[config.mk]
export PLATFORM = sky130hd
export DESIGN_NAME = add_sched_ctrl_flat
export DESIGN_NICKNAME = d
export VERILOG_FILES = /design/src/rtl/add_sched_ctrl_pkg.sv /design/src/rtl/add_sched_ctrl_if.sv /design/src/rtl/add_sched_ctrl_add_unit.sv /design/src/rtl/add_sched_ctrl.sv /design/src/flat_wrapper.sv
export SDC_FILE = /design/constraint.sdc
export NUM_CORES = 1
export LEC_CHECK = 0
export CORE_AREA = 8 8 87 89
export CTS_CLUSTER_SIZE = 10
export DETAILED_ROUTE_END_ITERATION = 8
export DIE_AREA = 0 0 95 97
export PLACE_DENSITY_LB_ADDON = 0.2
export SETUP_SLACK_MARGIN = 0.3
export SYNTH_ARGS = -nofsm -noshare
export SYNTH_HDL_FRONTEND = slang
export SYNTH_SLANG_ARGS = --single-unit
[constraint.sdc]
create_clock -name clk -period 3 [get_ports clk]
set_clock_uncertainty 0.1 [all_clocks]
set_input_delay 0.9 -clock clk [delete_from_list [all_inputs] [get_ports clk]]
set_output_delay 0.9 -clock clk [all_outputs]
set_load 0.02 [all_outputs]
[src/rtl/add_sched_ctrl_pkg.sv]
// Shared types for the two-requester adder scheduler: op codes, FSM states, default width.
package add_sched_pkg;

  localparam int WIDTH_DEF = 8;

  typedef enum logic [1:0] {
    OP_ADD  = 2'b00,
    OP_ACC  = 2'b01,
    OP_CLR  = 2'b10,
    OP_HALF = 2'b11
  } op_e;

  typedef enum logic [1:0] {
    S_IDLE = 2'b00,
    S_EXEC = 2'b01,
    S_RESP = 2'b10
  } state_e;

endpackage

[src/rtl/add_sched_ctrl_if.sv]
// Request/response handshake bundle for both requesters; index N selects the requester.
interface add_sched_ctrl_if
  import add_sched_pkg::*;
#(
  parameter int WIDTH = WIDTH_DEF
) ();

  logic [1:0]            req_valid;
  logic [1:0]            req_ready;
  logic [1:0][1:0]       req_op;
  logic [1:0][WIDTH-1:0] req_x;
  logic [1:0][WIDTH-1:0] req_y;
  logic [1:0]            rsp_valid;
  logic [1:0]            rsp_ready;
  logic [1:0][WIDTH-1:0] rsp_sum;
  logic [1:0]            rsp_cout;

  modport master (
    output req_valid, req_op, req_x, req_y, rsp_ready,
    input  req_ready, rsp_valid, rsp_sum, rsp_cout
  );

  modport slave (
    input  req_valid, req_op, req_x, req_y, rsp_ready,
    output req_ready, rsp_valid, rsp_sum, rsp_cout
  );

endinterface

[src/rtl/add_sched_ctrl_add_unit.sv]
// Combinational WIDTH-bit adder with a bit-0 half-add mode.
module add_unit
  import add_sched_pkg::*;
#(
  parameter int WIDTH = WIDTH_DEF
) (
  input  logic [WIDTH-1:0] a,
  input  logic [WIDTH-1:0] b,
  input  logic             half,
  output logic [WIDTH-1:0] sum,
  output logic             cout
);

  logic [WIDTH:0] full;

  always_comb begin
    full = {1'b0, a} + {1'b0, b};
    if (half) begin
      sum  = {{(WIDTH-1){1'b0}}, a[0] ^ b[0]};
      cout = a[0] & b[0];
    end else begin
      sum  = full[WIDTH-1:0];
      cout = full[WIDTH];
    end
  end

endmodule

[src/rtl/add_sched_ctrl.sv]
// Round-robin scheduler sharing one add_unit between two requesters,
// with one op in flight and a private accumulator per requester.
module add_sched_ctrl
  import add_sched_pkg::*;
#(
  parameter int WIDTH = WIDTH_DEF
) (
  input  logic            clk,
  input  logic            rst_n,
  input  logic            ena,
  add_sched_ctrl_if.slave bus,
  output logic            busy,
  output logic            last_grant
);

  state_e           state_q, state_d;
  logic             accept, grant_d, grant_q, last_grant_q;
  op_e              op_q;
  logic [WIDTH-1:0] x_q, y_q, sum_q;
  logic             cout_q;
  logic [WIDTH-1:0] a_s, b_s, unit_sum;
  logic             half_s, unit_cout;
  logic [WIDTH-1:0] acc_rd [2];

  // Contest: a lone requester wins; on a tie the one not granted last time wins.
  always_comb begin
    grant_d = (&bus.req_valid) ? ~last_grant_q : bus.req_valid[1];
    accept  = (state_q == S_IDLE) && ena && (|bus.req_valid);
  end

  always_ff @(posedge clk or negedge rst_n) begin
    if (!rst_n) state_q <= S_IDLE;
    else        state_q <= state_d;
  end

  always_comb begin
    state_d = state_q;
    case (state_q)
      S_IDLE: if (accept) state_d = S_EXEC;
      S_EXEC: state_d = S_RESP;
      S_RESP: if (bus.rsp_ready[grant_q]) state_d = S_IDLE;
      default: state_d = S_IDLE;
    endcase
  end

  always_comb begin
    for (int i = 0; i < 2; i++) begin
      bus.req_ready[i] = rst_n && accept && (grant_d == 1'(i));
      bus.rsp_valid[i] = (state_q == S_RESP) && (grant_q == 1'(i));
      bus.rsp_sum[i]   = sum_q;
      bus.rsp_cout[i]  = cout_q;
    end
    busy       = (state_q != S_IDLE);
    last_grant = last_grant_q;
  end

  // ACC feeds the granted accumulator into the a-side; y is unused then.
  always_comb begin
    a_s    = x_q;
    b_s    = y_q;
    half_s = (op_q == OP_HALF);
    if (op_q == OP_ACC) begin
      a_s = acc_rd[grant_q];
      b_s = x_q;
    end
  end

  add_unit #(.WIDTH(WIDTH)) u_add (
    .a    (a_s),
    .b    (b_s),
    .half (half_s),
    .sum  (unit_sum),
    .cout (unit_cout)
  );

  always_ff @(posedge clk or negedge rst_n) begin
    if (!rst_n) begin
      grant_q      <= 1'b0;
      last_grant_q <= 1'b1;
      op_q         <= OP_ADD;
      x_q          <= '0;
      y_q          <= '0;
      sum_q        <= '0;
      cout_q       <= 1'b0;
    end else begin
      if (accept) begin
        grant_q      <= grant_d;
        last_grant_q <= grant_d;
        op_q         <= op_e'(bus.req_op[grant_d]);
        x_q          <= bus.req_x[grant_d];
        y_q          <= bus.req_y[grant_d];
      end
      if (state_q == S_EXEC) begin
        sum_q  <= (op_q == OP_CLR) ? '0   : unit_sum;
        cout_q <= (op_q == OP_CLR) ? 1'b0 : unit_cout;
      end
    end
  end

  generate
    for (genvar gi = 0; gi < 2; gi++) begin : g_acc
      logic [WIDTH-1:0] acc_q;

      always_ff @(posedge clk or negedge rst_n) begin
        if (!rst_n) begin
          acc_q <= '0;
        end else if (state_q == S_EXEC && grant_q == 1'(gi)) begin
          if (op_q == OP_ACC)      acc_q <= unit_sum;
          else if (op_q == OP_CLR) acc_q <= '0;
        end
      end

      assign acc_rd[gi] = acc_q;
    end
  endgenerate

endmodule
[src/flat_wrapper.sv]
// flat-port wrapper written by rule: the top's interface ports become plain ports
module add_sched_ctrl_flat import add_sched_pkg::*;
#(
  parameter int WIDTH = WIDTH_DEF
)
  (clk, rst_n, ena, busy, last_grant, bus_req_valid, bus_req_op, bus_req_x, bus_req_y, bus_rsp_ready, bus_req_ready, bus_rsp_valid, bus_rsp_sum, bus_rsp_cout);
  add_sched_ctrl_if #(.WIDTH(WIDTH)) bus_i ();
  input  logic clk;
  input  logic rst_n;
  input  logic ena;
  output logic busy;
  output logic last_grant;
  input wire logic [$bits(bus_i.req_valid)-1:0] bus_req_valid;
  input wire logic [$bits(bus_i.req_op)-1:0] bus_req_op;
  input wire logic [$bits(bus_i.req_x)-1:0] bus_req_x;
  input wire logic [$bits(bus_i.req_y)-1:0] bus_req_y;
  input wire logic [$bits(bus_i.rsp_ready)-1:0] bus_rsp_ready;
  output wire logic [$bits(bus_i.req_ready)-1:0] bus_req_ready;
  output wire logic [$bits(bus_i.rsp_valid)-1:0] bus_rsp_valid;
  output wire logic [$bits(bus_i.rsp_sum)-1:0] bus_rsp_sum;
  output wire logic [$bits(bus_i.rsp_cout)-1:0] bus_rsp_cout;
  assign bus_i.req_valid = bus_req_valid;
  assign bus_i.req_op = bus_req_op;
  assign bus_i.req_x = bus_req_x;
  assign bus_i.req_y = bus_req_y;
  assign bus_i.rsp_ready = bus_rsp_ready;
  assign bus_req_ready = bus_i.req_ready;
  assign bus_rsp_valid = bus_i.rsp_valid;
  assign bus_rsp_sum = bus_i.rsp_sum;
  assign bus_rsp_cout = bus_i.rsp_cout;
  add_sched_ctrl #(.WIDTH(WIDTH)) u_core (.clk(clk), .rst_n(rst_n), .ena(ena), .bus(bus_i), .busy(busy), .last_grant(last_grant));
endmodule
==> qor.yml, run 1 <==
powerDensity_mw_per_mm2: 1170
synth.most_common_cell: "dfrtp_1"
max-slew-margin-rel_pct: 60.8
finalSetupViolations: 0
grt_util_all_layers_pct: 14.1
drive_gt1_share_pct: 18.8
avgRoutedWirePerCell_um: 15.1
critPathMaxStageDelay_ns: 0.41
cts_made_buffers: 5
timing.rr.start: "u_core.op_q[1]$_DFFE_PN0P_"
worstPathCellList: "inv_2, ha_4, buf_4, mux2_2, fa_2, a21o_1, a221oi_4, xnor2_2, a22o_1"
core_area_mm2: 0.00620
drt-initial-drc-count: 95
cts_buffer_depth: 2
nets: 391
syn_area_per_cell_um2: 9.80
dp_slack_ns: -0.453
initial_core_util_pct: 44.1
clock-sinks: 47
clk_root_buffer_cell: "clkbuf_8"
rsz0062_at_grt: "no"
worst_pin_slew_ns: 0.588
finalHoldViolations: 0
worstSetupPathType: "reg -> reg"
setup_tns_ns: 0
hold_path_end: "u_core.g_acc[1].acc_q[5]$_DFFE_PN0P_"
register_area_mm2: 0.00118
synth_top_area_share_pct: 42.1
min-delay-start: "u_core.g_acc[1].acc_q[5]$_DFFE_PN0P_"
critPathCaptureType: "flip-flop"
max-cap-violations: 0
drc_errors: 0
min_path_cells: 2
ys_warn_count: 0
grt_pass1_wl_mm: 10.5
port_buffers: 66
dp_hpwl_mm: 4.77
cp_max_fo: 7
maxSlewViolCount: 0
antenna_found_initial: 0
antenna_cells: 0
cp.required_ns: 3.10
ys_async_sr_fraction_pct: 100
start_kind: "flip-flop"
fin_ws_ns: 0.379
die_h_um: 97
syn-cell-area_mm2: 0.00274
cts.hold.buffers_added: 0
r2r_slack_ns: 0.38
cp.buffers_inverters: 2
arrival_ns: 2.72
wl_mm: 6.22
intPower_mw: 2.35
fp.dieW_um: 95
num_rows: 29
period_minus_slack_ns: 2.62
synth_area_leader_cell: "dfrtp_1"
finalCritPeriodShare_pct: 87.4
multiInputGateArea_mm2: 0.00148
power_frac_comb_pct: 62.9
seqPwrFrac_pct: 26.3
overflow: 0
drtAntennaViolNets: 0
rr_worst_depth: 9
p_leak_nw: 1.59
vias: 2137
drt-vias-per-instance: 5.19
syn2layout_area_growth_pct: 31.9
dr.pass1.iters: 4
gp_congestion: 0.866
synthTopCellsByArea: "dfrtp_1, mux2i_1, nand2_1, ha_1, o21ai_0"
htree_num_levels: 2
clockPowerShare_pct: 10.8
clk_transition_reported_paths_ns: 0.09
seq_area_frac_synth_pct: 43.0
die-area_mm2: 0.00922
vdd_drop_max_uv: 508
power.switching_mw: 1.87
hold_class: "reg -> reg"
grt_max_degree: 47
swShare_pct: 44.3
cts_tree: "yes"
synth.net_count: 335
crit_family: "compound AO/OA/AOI/OAI gates"
first_global_vias: 2191
r2r_end: "u_core.g_acc[1].acc_q[6]$_DFFE_PN0P_"
ys_types: 39
synthTopCellsByCount: "dfrtp_1, nand2_1, mux2i_1"
fillers: 560
pin_count: 67
outcome: "finished, final reports clean"
clock_latency_ns: 0.30
synth_top_flop_cell: "dfrtp_1"
fmax_mhz: 381
synth_edf_count: 0
slowest_stage: "fa_2"
syn_inst: 279
ys_ff_latch: 47
## registers in the layout, indices dropped and copies added (netlist names)
name,cells
u_core.state_q,2
u_core.g_acc.acc_q,16
u_core.y_q,8
u_core.cout_q,1
u_core.last_grant,1
u_core.sum_q,8
u_core.x_q,8
u_core.op_q,2
u_core.grant_q,1
## repair_timing
action,4_1_cts,5_1_grt
gates resized for setup,25,19
setup endpoints to repair,15,14
pin swaps,5,5
buffers inserted,2,0
## per-stage QoR
| stage | area, um^2 | power (mW) | util [%] | std cells | hold WS, ns |
|---|---|---|---|---|---|
| floorplan | 2750 | 2.83 | - | 279 | 0.343 |
| CTS | 3530 | 3.99 | 56.9 | 412 | 0.390 |
| global placement | 3400 | 3.43 | 54.8 | 403 | 0.359 |
| global route | 3610 | 4.55 | 58.1 | 412 | 0.413 |
| detailed placement | 3400 | 3.48 | 54.8 | 403 | 0.369 |
| finish | 3610 | 4.22 | 58.1 | 412 | 0.379 |
## cell families (layout without fill, tap and decap cells)
logic type      count (synthesis)  count (layout)  synth area share, %
simple gates                   75              75                 12.2
compound gates                 69              69                 16.6
xor+xnor                        4               4                 1.28
fa+ha+maj                      13              13                 6.22
mux                            37              37                 14.0
flops                          47              47                 43.0
buf+inv                        34              90                 6.59
## worst reg2reg max path: cells and delay by family (launching register included)
| family | cells | cell delay [ns] |
|---|---|---|
| AO/OA/AOI/OAI | 3 | 0.73 |
| XOR/XNOR | 1 | 0.12 |
| adder cells (fa/ha/maj) | 2 | 0.55 |
| buffers and inverters | 2 | 0.23 |
| flip-flops | 1 | 0.40 |
| multiplexers | 1 | 0.39 |
## power by group through the flow
stage	clock network [mW]	registers, mW	logic (mW)
floorplan	0	1.12	1.71
global placement	0	1.11	2.31
global route	0.491	1.15	2.91
finish	0.455	1.11	2.65
detailed placement	0	1.12	2.36
CTS	0.468	1.11	2.41
## cells in the final DEF (no fill, tap or decap), types with 4 or more instances in the layout
| master | count |
|---|---|
| dfrtp_1 | 44 |
| clkdlybuf4s50_1 | 60 |
| inv_1 | 6 |
| nand2_1 | 43 |
| o31ai_1 | 5 |
| nand2b_1 | 5 |
| ha_2 | 4 |
| o21ai_1 | 6 |
| o41ai_2 | 4 |
| a21oi_1 | 11 |
| mux2_2 | 11 |
| nor2_1 | 14 |
| o21ai_0 | 24 |
| buf_4 | 11 |
| a22o_1 | 4 |
| clkbuf_8 | 5 |
| ha_1 | 6 |
| mux2i_1 | 26 |
## how the worst max path moves through the flow
stage,startpoint,end,slack (ns),depth (start not counted)
2_1_floorplan,u_core.op_q[1]$_DFFE_PN0P_,u_core.g_acc[1].acc_q[6]$_DFFE_PN0P_,0.28,10
3_3_place_gp,bus_req_valid[0],bus_req_ready[1],-0.41,5
3_5_place_dp,bus_req_valid[0],bus_req_ready[1],-0.45,5
4_1_cts,bus_req_valid[1],bus_req_ready[0],0.30,5
5_1_grt,u_core.state_q[0]$_DFFE_PN0P_,bus_rsp_valid[1],0.30,3
6_report,u_core.op_q[1]$_DFFE_PN0P_,u_core.g_acc[1].acc_q[6]$_DFFE_PN0P_,0.38,9
## final cells by class
type | instances | area share, %
timing repair buffer | 76 | 19.8
clock inverter | 2 | 1.04
clock buffer | 5 | 1.91
multi-input combinational | 198 | 41.1
tap | 77 | 2.67
sequential | 47 | 32.7
inverter | 7 | 0.728
## metal layers
layer	track usage [%]	vias to the layer above	part of all wire, %
met1	18.6	992	47
met4	3.97	0	1.2
met5	0	-	0
met3	3.94	6	6.0
li1	-	1073	-
met2	21.6	66	46
Note: power is estimated with default switching activity, not from simulation.
==> run 2, diff against run 1 <==
CORE_AREA = 8 8 83 85   (was 8 8 87 89)
CTS_CLUSTER_DIAMETER = 100   (was default)
DIE_AREA = 0 0 91 93   (was 0 0 95 97)
clock period = 2.85 ns   (was 3 ns; I/O delays follow)
==> run 2 against run 1 <==
Against the previous run: sequential cell count did not move; fmax rose by 3.9%; wire length rose by 0.13%; count of clock-buffer cells in the layout rose by 2; non-clock buffer count rose by 5; register-to-register slack got worse by 0.05 ns.
==> qor.yml, run 2 (synthesized netlist as in run 1, its figures left out) <==
outcome: "finished, final reports clean"
fmax_mhz: 396
finalSetupViolations: 0
cts_tree: "yes"
max-cap-violations: 0
worstSetupPathType: "reg -> reg"
hold_class: "reg -> reg"
worst_pin_slew_ns: 0.580
drc_errors: 0
finalHoldViolations: 0
core_area_mm2: 0.00568
initial_core_util_pct: 48.2
finalCritPeriodShare_pct: 88.6
drt-initial-drc-count: 80
min-delay-start: "u_core.g_acc[0].acc_q[4]$_DFFE_PN0P_"
r2r_end: "u_core.g_acc[0].acc_q[6]$_DFFE_PN0P_"
drive_gt1_share_pct: 19.9
layout_common_cells: "clkdlybuf4s50_1, nand2_1, dfrtp_1"
cp.required_ns: 2.94
mostFrequentLayoutCell: "clkdlybuf4s50_1"
antenna_cells: 0
gp_congestion: 0.849
hold_slack_ns: 0.385
powerDensity_mw_per_mm2: 1240
register_area_mm2: 0.00118
nets: 396
setup_tns_ns: 0
critPathCaptureType: "flip-flop"
multiInputGateArea_mm2: 0.00152
hold_path_end: "u_core.g_acc[0].acc_q[4]$_DFFE_PN0P_"
regMostFlops: "u_core.g_acc.acc_q"
period_minus_slack_ns: 2.52
cts_buffer_depth: 2
fillers: 504
antenna_found_initial: 0
avgRoutedWirePerCell_um: 15.0
die_h_um: 93
vias: 2154
first_global_vias: 2233
r2r_slack_ns: 0.33
clock_latency_ns: 0.30
arrival_ns: 2.61
grt_util_all_layers_pct: 15.0
clk_transition_reported_paths_ns: 0.08
grt_pass1_wl_mm: 10.4
clk_root_buffer_cell: "clkbuf_8"
die-area_mm2: 0.00846
max-slew-margin-rel_pct: 61.4
timing.rr.start: "u_core.op_q[1]$_DFFE_PN0P_"
overflow: 0
vdd_drop_max_uv: 500
cp_max_fo: 6
p_leak_nw: 1.62
maxSlewViolCount: 0
port_buffers: 66
fin_ws_ns: 0.326
num_rows: 28
clock-sinks: 47
dp_hpwl_mm: 4.71
cts_made_buffers: 5
cts.hold.buffers_added: 0
rr_worst_depth: 9
wl_mm: 6.23
fp.dieW_um: 91
start_kind: "flip-flop"
drtAntennaViolNets: 0
min_path_cells: 2
largest_reg_flops: 16
rsz0062_at_grt: "yes"
htree_num_levels: 2
dp_slack_ns: -0.551
grt_max_degree: 47
dr.pass1.iters: 4
finalPower_mw: 4.56
syn2layout_area_growth_pct: 34.3
drt-vias-per-instance: 5.18
pin_count: 67
## run 2: changes by cell type in the layout (fill, tap and decap cells not counted), sizes merged
cell           delta
buf               +7
dlygate4sd2       +2
bufinv            -1
clkinvlp          -1
clkinv            +1
clkdlybuf4s50     -2
## run 2: layer usage
metal | vias up | share of wire [%] | track usage [%]
met5 | - | 0 | 0
met2 | 61 | 47 | 24.5
met4 | 0 | 1.2 | 4.91
li1 | 1089 | - | -
met1 | 997 | 46 | 18.5
met3 | 7 | 6.0 | 4.41
## run 2: critical path: stages, from the launching register on
cell and delay, ns:
dfrtp_1 0.40, inv_2 0.08, ha_4 0.17, mux2_4 0.32
ha_4 0.17, fa_2 0.34, a21o_1 0.22, a221oi_4 0.29
xnor2_2 0.13, a22o_1 0.19
## run 2: power breakdown
part | switching (mW) | internal [mW] | leakage (nW)
sequential | 0.207 | 0.961 | 0.602
clock | 0.214 | 0.172 | 0.0422
combinational | 1.60 | 1.40 | 0.980
total | 2.02 | 2.54 | 1.62
## run 2: cell type report
type,instances,share of cell area (%)
multi-input combinational,198,41.5
clock inverter,1,0.136
timing repair buffer,81,20.9
inverter,7,0.715
clock buffer,7,2.08
tap,75,2.55
sequential,47,32.2
## run 2: worst max path at each step
stage	startpoint	end	slack, ns	cells past startpoint
after floorplan	u_core.op_q[1]$_DFFE_PN0P_	u_core.g_acc[1].acc_q[6]$_DFFE_PN0P_	0.26	10
after global placement	bus_req_valid[0]	bus_req_ready[1]	-0.48	5
after detailed placement	bus_req_valid[0]	bus_req_ready[1]	-0.55	5
after CTS	u_core.op_q[1]$_DFFE_PN0P_	u_core.g_acc[1].acc_q[6]$_DFFE_PN0P_	0.29	9
after global routing	u_core.op_q[1]$_DFFE_PN0P_	u_core.sum_q[6]$_DFFE_PN0N_	0.22	10
final	u_core.op_q[1]$_DFFE_PN0P_	u_core.g_acc[0].acc_q[6]$_DFFE_PN0P_	0.33	9
## run 2: per-stage QoR
| step | cell area, um^2 | utilization, % | cells |
|---|---|---|---|
| 4_1_cts | 3580 | 63.1 | 414 |
| 5_1_grt | 3670 | 64.7 | 416 |
| 2_1_floorplan | 2790 | - | 279 |
| 3_5_place_dp | 3430 | 60.5 | 401 |
| 3_3_place_gp | 3430 | 60.5 | 401 |
| 6_report | 3670 | 64.7 | 416 |
## run 2: what timing repair did
item,in CTS,in global routing
buffers inserted,5,2
endpoints found under the setup margin,17,17
resized for setup,31,14
pin swaps,5,7
==> run 3, diff against run 2 <==
CORE_AREA = 8 8 72 99   (was 8 8 83 85)
DIE_AREA = 0 0 80 107   (was 0 0 91 93)
==> run 3 against run 2 <==
Against the previous run: setup slack got worse by 0.033 ns; combinational power increased by 2%; utilization increased by 0.86 points; die area increased by 1.1%; via count decreased by 0.65%; final cell count decreased by 1.2%; fmax decreased by 1.3%; clock power increased by 50%; critical endpoint is now u_core.g_acc[1].acc_q[6]$_DFFE_PN0P_.
==> qor.yml, run 3 (synthesized netlist as in run 1, its figures left out) <==
swShare_pct: 43.3
power_frac_comb_pct: 63.7
hold_class: "reg -> reg"
power.switching_mw: 2.07
min-delay-start: "u_core.g_acc[0].acc_q[4]$_DFFE_PN0P_"
layout_common_cells: "clkdlybuf4s50_1, dfrtp_1, nand2_1"
fillers: 475
nets: 396
max-slew-margin-rel_pct: 60.5
mostFrequentLayoutCell: "clkdlybuf4s50_1"
crit_family: "compound AO/OA/AOI/OAI gates"
period_minus_slack_ns: 2.56
max-cap-violations: 0
critPathMaxStageDelay_ns: 0.40
intPower_mw: 2.71
clock_latency_ns: 0.31
start_kind: "flip-flop"
timing.rr.start: "u_core.op_q[1]$_DFFE_PN0P_"
slowest_stage: "dfrtp_1"
drt-vias-per-instance: 5.21
vias: 2140
p_leak_nw: 1.67
antenna_cells: 0
finalSetupViolations: 0
fp.dieW_um: 80
die-area_mm2: 0.00856
core_area_mm2: 0.00570
finalPower_mw: 4.79
drc_errors: 0
cp.required_ns: 2.95
num_rows: 33
worstSetupPathType: "reg -> reg"
finalCritPeriodShare_pct: 89.7
cts_tree: "yes"
rsz0062_at_grt: "yes"
finalHoldViolations: 0
dp_hpwl_mm: 4.47
layoutNonFillerInstCount: 411
antenna_found_initial: 0
clk_transition_reported_paths_ns: 0.09
dr.pass1.iters: 5
arrival_ns: 2.66
overflow: 0
drive_gt1_share_pct: 21.7
r2r_slack_ns: 0.29
rr_worst_depth: 9
die_h_um: 107
initial_core_util_pct: 48.0
hold_path_end: "u_core.g_acc[0].acc_q[4]$_DFFE_PN0P_"
cts_made_buffers: 5
cp.buffers_inverters: 1
cp_max_fo: 8
dp_cells: 395
htree_num_levels: 2
seqPwrFrac_pct: 24.2
drtAntennaViolNets: 0
gp_congestion: 0.820
pin_count: 67
cts.hold.buffers_added: 0
vdd_drop_max_uv: 518
port_buffers: 66
powerDensity_mw_per_mm2: 1280
clk_root_buffer_cell: "clkbuf_8"
critPathCaptureType: "flip-flop"
r2r_end: "u_core.g_acc[1].acc_q[6]$_DFFE_PN0P_"
grt_pass1_wl_mm: 10.0
worstPathCellList: "inv_2, ha_4, mux2_4, ha_4, fa_2, a21o_1, a221oi_4, xnor2_2, a22o_1"
largest_reg_flops: 16
drt-initial-drc-count: 102
outcome: "finished, final reports clean"
grt_util_all_layers_pct: 14.4
fmax_mhz: 391
first_global_vias: 2146
regMostFlops: "u_core.g_acc.acc_q"
wl_mm: 6.04
cts_buffer_depth: 2
maxSlewViolCount: 0
min_path_cells: 2
syn2layout_area_growth_pct: 36.6
grt_max_degree: 47
worst_pin_slew_ns: 0.592
clockPowerShare_pct: 12.1
avgRoutedWirePerCell_um: 14.7
cp_common_cell: "ha_4"
clock-sinks: 47
-- run 3: changes by cell type in the layout (fill, tap and decap cells not counted), sizes merged --
cell,previous run,this run
bufinv,0,2
clkbuf,7,5
clkinv,1,0
clkinvlp,0,1
-- run 3: worst max path at each step --
stage / from / endpoint / slack (ns) / cells past startpoint
after floorplan: u_core.op_q[1]$_DFFE_PN0P_ / u_core.g_acc[1].acc_q[6]$_DFFE_PN0P_ / 0.26 / 10
after global placement: bus_req_valid[0] / bus_req_ready[1] / -0.49 / 5
after detailed placement: bus_req_valid[0] / bus_req_ready[1] / -0.51 / 5
after CTS: u_core.op_q[1]$_DFFE_PN0P_ / u_core.g_acc[1].acc_q[6]$_DFFE_PN0P_ / 0.28 / 9
after global routing: u_core.op_q[1]$_DFFE_PN0P_ / u_core.g_acc[1].acc_q[7]$_DFFE_PN0P_ / 0.21 / 8
final: u_core.op_q[1]$_DFFE_PN0P_ / u_core.g_acc[1].acc_q[6]$_DFFE_PN0P_ / 0.29 / 9
-- run 3: repair_timing --
action	in CTS	in global routing
endpoints found under the setup margin	17	15
cloned	0	0
buffers inserted	5	3
resized for setup	35	17
pin swaps	6	7
-- run 3: routing by layer --
metal / global-route usage, % / vias to the layer above / share of wire (%)
li1: - / 1084 / -
met1: 17.9 / 982 / 43
met2: 23.3 / 65 / 49
met3: 3.35 / 9 / 5.8
met4: 5.61 / 0 / 2.0
met5: 0 / - / 0
-- run 3: metrics by stage --
| stage | hold slack [ns] | setup slack [ns] | setup TNS (ns) | utilization (%) | area, um^2 |
|---|---|---|---|---|---|
| after detailed placement | 0.366 | -0.507 | -0.975 | 60.3 | 3430 |
| final | 0.384 | 0.293 | 0 | 65.6 | 3740 |
| after global placement | 0.357 | -0.486 | -0.950 | 60.3 | 3430 |
| after CTS | 0.387 | 0.276 | 0 | 63.9 | 3640 |
| after global routing | 0.411 | 0.215 | 0 | 65.6 | 3740 |
| after floorplan | 0.343 | 0.260 | 0 | - | 2790 |
-- run 3: layout make-up --
type                       instances  area (um^2)  area share, %
clock buffer                       5         68.8           1.84
clock inverter                     3         67.6           1.81
inverter                           7         26.3          0.703
multi-input combinational        198         1520           40.7
sequential                        47         1180           31.6
tap                               70         87.6           2.34
timing repair buffer              81          787           21.1
-- run 3: power groups by stage --
stage	logic, mW	registers, mW	clock network, mW
after floorplan	1.85	1.18	0
after global placement	2.51	1.16	0
after detailed placement	2.55	1.17	0
after CTS	2.80	1.16	0.590
after global routing	3.33	1.20	0.614
final	3.05	1.16	0.580
-- run 3: worst register-to-register path, cell delays in order, from the launching register on --
cell	delay, ns
dfrtp_1	0.40
inv_2	0.09
ha_4	0.20
mux2_4	0.33
ha_4	0.17
fa_2	0.34
a21o_1	0.21
a221oi_4	0.30
xnor2_2	0.13
a22o_1	0.21
